<file path="config.mk">
export PLATFORM = sky130hd
export DESIGN_NAME = mux_channel_scanner
export DESIGN_NICKNAME = d
export VERILOG_FILES = /design/src/rtl/mux_channel_scanner.sv
export SDC_FILE = /design/constraint.sdc
export NUM_CORES = 1
export LEC_CHECK = 0
export CORE_ASPECT_RATIO = 0.9
export CORE_UTILIZATION = 24
export DETAILED_ROUTE_END_ITERATION = 7
export SYNTH_ARGS = -nofsm -noshare
export SYNTH_HDL_FRONTEND = slang
export SYNTH_SLANG_ARGS = --single-unit
</file>
<file path="constraint.sdc">
create_clock -name clk -period 2.09 [get_ports clk]
set_clock_uncertainty 0.1 [all_clocks]
set_input_delay 0.627 -clock clk [delete_from_list [all_inputs] [get_ports clk]]
set_output_delay 0.627 -clock clk [all_outputs]
set_load 0.02 [all_outputs]
</file>
<file path="src/rtl/mux_channel_scanner.sv">
// Steps a 4:1 mux through channels 0..3, settles, samples and emits a 4-bit frame
// over valid/ready. Optional change flag against the last accepted frame: SCAN_CHANGE_DET_EN.
module mux_channel_scanner #(
    parameter int unsigned SETTLE_CYCLES = 2,
    parameter int unsigned CNT_W         = 4
) (
    input  logic       clk,
    input  logic       rst,
    input  logic       start,
    input  logic       cont,
    input  logic       mux_out_in,
    output logic [1:0] select,
    output logic       busy,
    output logic [3:0] frame_data,
    output logic       frame_valid,
    input  logic       frame_ready
`ifdef SCAN_CHANGE_DET_EN
   ,output logic       frame_changed
`endif
);

    typedef enum logic [1:0] {
        ST_IDLE   = 2'd0,
        ST_SETTLE = 2'd1,
        ST_SAMPLE = 2'd2,
        ST_HOLD   = 2'd3
    } state_e;

    localparam logic [CNT_W-1:0] CNT_LAST = CNT_W'(SETTLE_CYCLES - 1);

    state_e           state_q, state_d;
    logic [CNT_W-1:0] cnt_q, cnt_d;
    logic [1:0]       sel_q, sel_d;
    logic [2:0]       shadow_q, shadow_d;
    logic [3:0]       data_q, data_d;
    logic             valid_q, valid_d;
    logic             busy_q, busy_d;
`ifdef SCAN_CHANGE_DET_EN
    logic [3:0]       last_q, last_d;
    logic             changed_q, changed_d;
`endif

    // Next-state and next-output logic
    always_comb begin
        state_d  = state_q;
        cnt_d    = cnt_q;
        sel_d    = sel_q;
        shadow_d = shadow_q;
        data_d   = data_q;
        valid_d  = valid_q;
`ifdef SCAN_CHANGE_DET_EN
        last_d    = last_q;
        changed_d = changed_q;
`endif
        case (state_q)
            ST_IDLE: begin
                sel_d = 2'd0;
                if (start) begin
                    state_d = ST_SETTLE;
                    cnt_d   = '0;
                end
            end
            ST_SETTLE: begin
                if (cnt_q == CNT_LAST) begin
                    state_d = ST_SAMPLE;
                end else begin
                    cnt_d = cnt_q + CNT_W'(1);
                end
            end
            ST_SAMPLE: begin
                if (sel_q != 2'd3) begin
                    for (int unsigned i = 0; i < 3; i++) begin
                        if (sel_q == 2'(i)) begin
                            shadow_d[i] = mux_out_in;
                        end
                    end
                    sel_d   = sel_q + 2'd1;
                    cnt_d   = '0;
                    state_d = ST_SETTLE;
                end else begin
                    data_d  = {mux_out_in, shadow_q};
                    valid_d = 1'b1;
                    state_d = ST_HOLD;
`ifdef SCAN_CHANGE_DET_EN
                    changed_d = ({mux_out_in, shadow_q} != last_q);
`endif
                end
            end
            ST_HOLD: begin
                // select wraps to channel 0 only through the handshake
                if (valid_q && frame_ready) begin
                    valid_d = 1'b0;
                    sel_d   = 2'd0;
                    cnt_d   = '0;
                    state_d = cont ? ST_SETTLE : ST_IDLE;
`ifdef SCAN_CHANGE_DET_EN
                    last_d    = data_q;
                    changed_d = 1'b0;
`endif
                end
            end
            default: begin
                state_d = ST_IDLE;
                sel_d   = 2'd0;
            end
        endcase
        busy_d = (state_d != ST_IDLE);
    end

    always_ff @(posedge clk or posedge rst) begin
        if (rst) begin
            state_q  <= ST_IDLE;
            cnt_q    <= '0;
            sel_q    <= 2'd0;
            shadow_q <= 3'd0;
            data_q   <= 4'd0;
            valid_q  <= 1'b0;
            busy_q   <= 1'b0;
`ifdef SCAN_CHANGE_DET_EN
            last_q    <= 4'd0;
            changed_q <= 1'b0;
`endif
        end else begin
            state_q  <= state_d;
            cnt_q    <= cnt_d;
            sel_q    <= sel_d;
            shadow_q <= shadow_d;
            data_q   <= data_d;
            valid_q  <= valid_d;
            busy_q   <= busy_d;
`ifdef SCAN_CHANGE_DET_EN
            last_q    <= last_d;
            changed_q <= changed_d;
`endif
        end
    end

    assign select      = sel_q;
    assign busy        = busy_q;
    assign frame_data  = data_q;
    assign frame_valid = valid_q;
`ifdef SCAN_CHANGE_DET_EN
    assign frame_changed = changed_q;
`endif

endmodule
</file>
## Word level (Yosys, flattened, before mapping)

Cells that the tools add are included.

- Memory bits (writable): 0
- Bits in read-only memories: 0
- Register bits after elaboration: 17
- Word-level logic and storage cells: 54
- Bits of input ports: 6
- Output and inout bits: 8
- Latch bits: 0
- Memories: 0

- Add/sub/neg operators: 2
- Multiplexer cells: 17
- Bitwise logic cells: 1
- Div/mod/pow operators: 0
- Equal/unequal tests: 12
- Shift-type cells: 0
- Reduce and logical (&&, ||, !) cells: 13
- Multipliers: 0
- Order comparisons: 0

Operators by type and width:

| kind | count |
|---|---|
| $mux W4 | 4 |
| $pmux W4 S4 | 1 |
| $reduce_and A3 Y1 | 5 |
| $mux W2 | 6 |
| $ne A2 B2 Y1 const B | 6 |
| $pmux W2 S4 | 1 |
| $eq A2 B2 Y1 const B | 3 |
| $pmux W2 S3 | 1 |
| $add A4 B1 Y4 const B | 1 |
| $eq A2 B1 Y1 const B | 2 |
| $eq A4 B1 Y1 const B | 1 |
| $logic_not A2 Y1 | 2 |
| $reduce_and A4 Y1 | 1 |
| $reduce_bool A2 Y1 | 2 |
| $mux W1 | 3 |
| $reduce_bool A3 Y1 | 1 |
| $add A2 B1 Y2 const B | 1 |
| $pmux W1 S2 | 1 |
| $reduce_and A2 Y1 | 1 |
| $logic_and A1 B1 Y1 | 1 |
| $not A1 Y1 | 1 |

## Logic depth before layout (Yosys ltp)

- Word-level depth: 4
- Depth in mapped cells: 5
- Depth with buffers taken out: 5

## Worst setup path after synthesis

No wires, ideal clock.

- Kind: flip-flop to flip-flop
- Start point: register sel_q[0] (netlist: select[0])
- End point: register cnt_q[1]
- Data arrival time: 1544 ps
- Data required time: 1866 ps
- Clock period less this slack: 1768 ps
- Stages on the path, launching flop included: 5
- Library setup time: 124 ps
- Setup slack: 322 ps
- Buffers on the path: 0
- Cell sequence: dfrtp_1 -> ha_1 -> or2_1 -> a32o_2 -> a211o_1

- Word-level cells in the longest chain between the ends: 3

RTL lines:

| what | line | text |
|---|---|---|
| start: declaration | 33 | `logic [1:0] sel_q, sel_d;` |
| start signal: assignment | 126 | `sel_q <= sel_d;` |
| $ne A2 B2 Y1 | 71 | `if (sel_q != 2'd3) begin` |
| $ne A2 B2 Y1 (no source line) | -- |  |
| $reduce_and A4 Y1 (no source line) | -- |  |
| end signal: assignment | 125 | `cnt_q <= cnt_d;` |
| end: declaration | 32 | `logic [CNT_W-1:0] cnt_q, cnt_d;` |

Every way passes these cells.
A chain may end at the register's enable or synchronous reset.

## Worst setup path after layout

- Start point: register valid_q (netlist: frame_valid)
- End point: output port frame_valid

RTL lines:

| what | line | text |
|---|---|---|
| start: declaration | 36 | `logic valid_q, valid_d;` |
| start signal: assignment | 129 | `valid_q <= valid_d;` |
| end: declaration | 15 | `output logic frame_valid,` |

No word-level cell between the ends.

==> impl_metrics.xml <==
<?xml version="1.0" encoding="UTF-8"?>
<metrics>
  <group name="run_status">
    <metric name="run_status" unit="">complete, no violations</metric>
  </group>
  <group name="synthesis">
    <metric name="synth_seq_cells" unit="">17</metric>
    <metric name="synthesis.yosys.warnings" unit="">0</metric>
    <metric name="avgSynthCellArea" unit="sq um">11.37</metric>
    <metric name="synth.yosys.seq_area_share" unit="%">48.57</metric>
    <metric name="ys_types" unit="">30</metric>
    <metric name="number_of_instances_in_the_synthesized_netlist" unit="">77</metric>
    <metric name="cell_area_synth" unit="sq um">875.8</metric>
    <metric name="mappedNetlistNets" unit="">89</metric>
  </group>
  <group name="global_route">
    <metric name="grt_max_degree" unit="">18</metric>
    <metric name="antenna_found_initial" unit="">0</metric>
    <metric name="grt_usage" unit="%">9.721</metric>
    <metric name="first_global_vias" unit="">629</metric>
    <metric name="wire_length_of_the_first_global_routing_pass" unit="mm">2.808</metric>
    <metric name="globalRoute.totalOverflow" unit="">0</metric>
  </group>
  <group name="cts">
    <metric name="cts_root_buffer" unit="">clkbuf_8</metric>
    <metric name="cts.clk_slew.worst_paths" unit="ns">0.06</metric>
    <metric name="cts_buffers" unit="">3</metric>
    <metric name="cts_hold_buf" unit="">0</metric>
    <metric name="tritoncts" unit="">yes</metric>
    <metric name="clock_insertion_delay_worst_skew" unit="ns">0.25</metric>
    <metric name="cts_buffer_depth" unit="">2</metric>
    <metric name="clock_sinks" unit="">17</metric>
    <metric name="h_tree_depth" unit="">1</metric>
  </group>
  <group name="setup_path">
    <metric name="crit_slowest_cell" unit="">clkdlybuf4s50_1</metric>
    <metric name="rrSetupSlack" unit="ns">0.32</metric>
    <metric name="worstReg2RegEnd" unit="">cnt_q[1]</metric>
    <metric name="timing.critical_path.from_type" unit="">flop</metric>
    <metric name="worst_path_cell_trace" unit="">clkdlybuf4s50_1</metric>
    <metric name="critPathCaptureType" unit="">output port</metric>
    <metric name="crit_path_start" unit="">frame_valid</metric>
    <metric name="critical_path_buf_inv_count" unit="">1</metric>
    <metric name="r2r_start" unit="">select[0]</metric>
    <metric name="critical_path_arrival" unit="ns">1.29</metric>
    <metric name="critical_path_peak_fanout" unit="">5</metric>
    <metric name="worstRegToRegCells" unit="">4</metric>
    <metric name="timing_worst_setup_path_type" unit="">flop to output port</metric>
    <metric name="worst-endpoint-required" unit="ns">1.36</metric>
    <metric name="cp_top_family" unit="">buffers and inverters</metric>
    <metric name="path_depth" unit="">1</metric>
    <metric name="critical-path-max-stage-delay" unit="ns">0.63</metric>
    <metric name="critPathCapture" unit="">frame_valid</metric>
  </group>
  <group name="power">
    <metric name="power.clock.fraction" unit="%">17.9</metric>
    <metric name="power.combinational.fraction" unit="%">38.9</metric>
    <metric name="cellInternalPower" unit="W">0.0008413</metric>
    <metric name="power.density_cell_area" unit="mW/mm^2">1214</metric>
    <metric name="total_power" unit="W">0.001335</metric>
    <metric name="vdd_drop_max" unit="mV">0.4915</metric>
    <metric name="p_seq_share" unit="%">43.2</metric>
    <metric name="power.share.switching" unit="%">37.01</metric>
    <metric name="leakage_power" unit="nW">0.4980</metric>
    <metric name="power.net_switching" unit="W">0.0004942</metric>
  </group>
  <group name="detailed_routing">
    <metric name="routedWlPerCell" unit="microns">11.63</metric>
    <metric name="ant_nets" unit="">0</metric>
    <metric name="detail_route.first_pass.iterations" unit="">4</metric>
    <metric name="avgViaCountPerCell" unit="">4.533</metric>
    <metric name="detailroute.via_count" unit="">621</metric>
    <metric name="wire_length_reported_by_the_detailed_router" unit="mm">1.593</metric>
    <metric name="starting_drt_drc_count" unit="">24</metric>
    <metric name="detail_route.drc_violations" unit="">0</metric>
  </group>
  <group name="floorplan">
    <metric name="die_width" unit="microns">65.68</metric>
    <metric name="floorplan.initialDensity" unit="%">25.55</metric>
    <metric name="core" unit="sq mm">0.003428</metric>
    <metric name="num_rows" unit="">20</metric>
    <metric name="floorplan.die_area" unit="sq mm">0.003895</metric>
    <metric name="boundaryPins" unit="">14</metric>
    <metric name="fp.dieH" unit="microns">59.31</metric>
  </group>
  <group name="finish">
    <metric name="synthToLayoutAreaGrowth" unit="%">25.57</metric>
    <metric name="num-fill-cells" unit="">346</metric>
    <metric name="fin_nets" unit="">106</metric>
    <metric name="layout.cells.most_common" unit="">dfrtp_1</metric>
    <metric name="layout-drive-gt1-share" unit="%">17.20</metric>
    <metric name="multi_input_area" unit="sq um">407.9</metric>
    <metric name="antennaDiodeCount" unit="">0</metric>
    <metric name="leading_cell_types_in_the_layout_fill_and_taps_excluded" unit="">17 x dfrtp_1, 11 x clkdlybuf4s50_1, 8 x mux2_2, 7 x nand2_1, 7 x inv_1</metric>
    <metric name="sequential_cell_area" unit="sq um">425.4</metric>
  </group>
  <group name="timing">
    <metric name="fin_worst_hold_slack" unit="ns">0.4078</metric>
    <metric name="max_slew_headroom_at_the_worst_pin" unit="%">70.87</metric>
    <metric name="max_slew_violation_count" unit="">0</metric>
    <metric name="setup-violations-final" unit="">0</metric>
    <metric name="final.period_utilization" unit="%">96.57</metric>
    <metric name="grt_setup_unrepaired" unit="">false</metric>
    <metric name="tightest_slew" unit="ns">0.4360</metric>
    <metric name="fin_crit" unit="ns">2.018</metric>
    <metric name="setup_total_negative_slack" unit="ns">0</metric>
    <metric name="report.final.hold_viol_count" unit="">0</metric>
    <metric name="clock.fmax" unit="MHz">495.5</metric>
  </group>
  <group name="place">
    <metric name="gpl.final_weighted_congestion" unit="">0.8038</metric>
    <metric name="port-buffer-count" unit="">13</metric>
    <metric name="place.detailed.hpwl" unit="mm">1.214</metric>
  </group>
  <group name="flow_run">
    <metric name="cap_violations" unit="">0</metric>
  </group>
  <group name="min_path">
    <metric name="hp-class" unit="">flop to flop</metric>
  </group>
</metrics>
worst min path at each step:
stage             startpoint             to  slack [ns]  depth (start not counted)
6_report         shadow_q[1]  frame_data[1]        0.41                          1
5_1_grt        frame_data[1]  frame_data[1]        0.43                          1
4_1_cts          shadow_q[1]  frame_data[1]        0.41                          1
3_5_place_dp     shadow_q[1]  frame_data[1]        0.39                          1
3_3_place_gp   frame_data[1]  frame_data[1]        0.39                          1
2_1_floorplan       cnt_q[3]       cnt_q[3]        0.37                          1
state kept, by name, summed over array words and instances (netlist names):
name,count
cnt_q,4
frame_data,4
shadow_q,3
select,2
state_q,2
busy,1
frame_valid,1
power groups by stage:
stage | clock network (W) | logic (W) | registers [W]
final | 0.000239 | 0.000519 | 0.000577
after global routing | 0.000268 | 0.000585 | 0.000602
after CTS | 0.000254 | 0.000529 | 0.000578
after detailed placement | 0 | 0.000535 | 0.000582
after global placement | 0 | 0.000512 | 0.000576
after floorplan | 0 | 0.000385 | 0.000569
worst register-to-register path, stage by stage (launching register included):
cell and delay, ns:
dfrtp_1 0.44, ha_1 0.30, or2_1 0.25, a32o_2 0.28, a211o_1 0.29
cells in the mapped netlist:
library cell / number / area [sq um]
and2b_1: 1 / 7.510
a31oi_1: 3 / 18.77
o21ba_2: 1 / 10.01
o31ai_1: 1 / 7.510
nor2_1: 2 / 7.510
nand2_1: 7 / 26.28
ha_1: 6 / 75.07
dfrtp_1: 17 / 425.4
a32o_2: 1 / 11.26
or2_1: 1 / 6.260
nand3_1: 2 / 10.01
buf_2: 1 / 5.000
and2_1: 1 / 6.260
mux2_2: 8 / 90.09
xnor2_1: 1 / 8.760
nor2b_1: 1 / 6.260
nand4bb_1: 1 / 11.26
inv_1: 7 / 26.28
nand3b_1: 1 / 7.510
o31a_1: 1 / 8.760
nor3b_2: 1 / 12.51
o21ai_0: 1 / 5.000
nor3_1: 2 / 10.01
a21oi_1: 2 / 10.01
a32o_1: 2 / 20.02
a41oi_1: 1 / 8.760
nor4_1: 1 / 6.260
buf_6: 1 / 11.26
a211o_1: 1 / 8.760
o211ai_1: 1 / 7.510
area by class of cell:
type | count | area share, %
timing repair buffer | 14 | 12.63
sequential | 17 | 38.68
tap | 44 | 5.006
clock inverter | 1 | 0.4551
clock buffer | 3 | 3.754
multi-input combinational | 51 | 37.09
inverter | 7 | 2.389
repair_timing:
| action | CTS | global route |
|---|---|---|
| setup endpoints to repair | 1 | 1 |
| pin swaps | 0 | 0 |
| setup buffers | 0 | 0 |
| gates resized for setup | 1 | 1 |
metal layers:
layer	vias to the layer above	part of all wire, %	global-route usage, %
li1	306	-	-
met2	14	50	17.06
met4	0	1.2	2.795
met3	2	3.8	3.462
met5	-	0	0
met1	299	45	11.10
cell families (layout without fill, tap and decap cells):
kind of cell             after synthesis  in the layout  share of synthesized area, %
AND/OR/NAND/NOR                       21             21                         13.43
flip-flops                            17             17                         48.57
adder cells (fa/ha/maj)                6              6                         8.571
XOR/XNOR                               1              1                         1.000
multiplexers                           8              8                         10.29
buffers and inverters                  9             25                         4.857
AO/OA/AOI/OAI                         15             15                         13.29
stage by stage:
step | cell area [sq um] | util, % | std cells | worst slack (ns)
2_1_floorplan | 875.8 | - | 77 | 0.3217
3_3_place_gp | 1052 | 30.69 | 133 | 0.07719
3_5_place_dp | 1052 | 30.69 | 133 | 0.02566
4_1_cts | 1097 | 32.01 | 137 | 0.02407
5_1_grt | 1100 | 32.08 | 137 | 0.01249
6_report | 1100 | 32.08 | 137 | 0.07176
No activity file was read; power rests on OpenSTA's default activity.
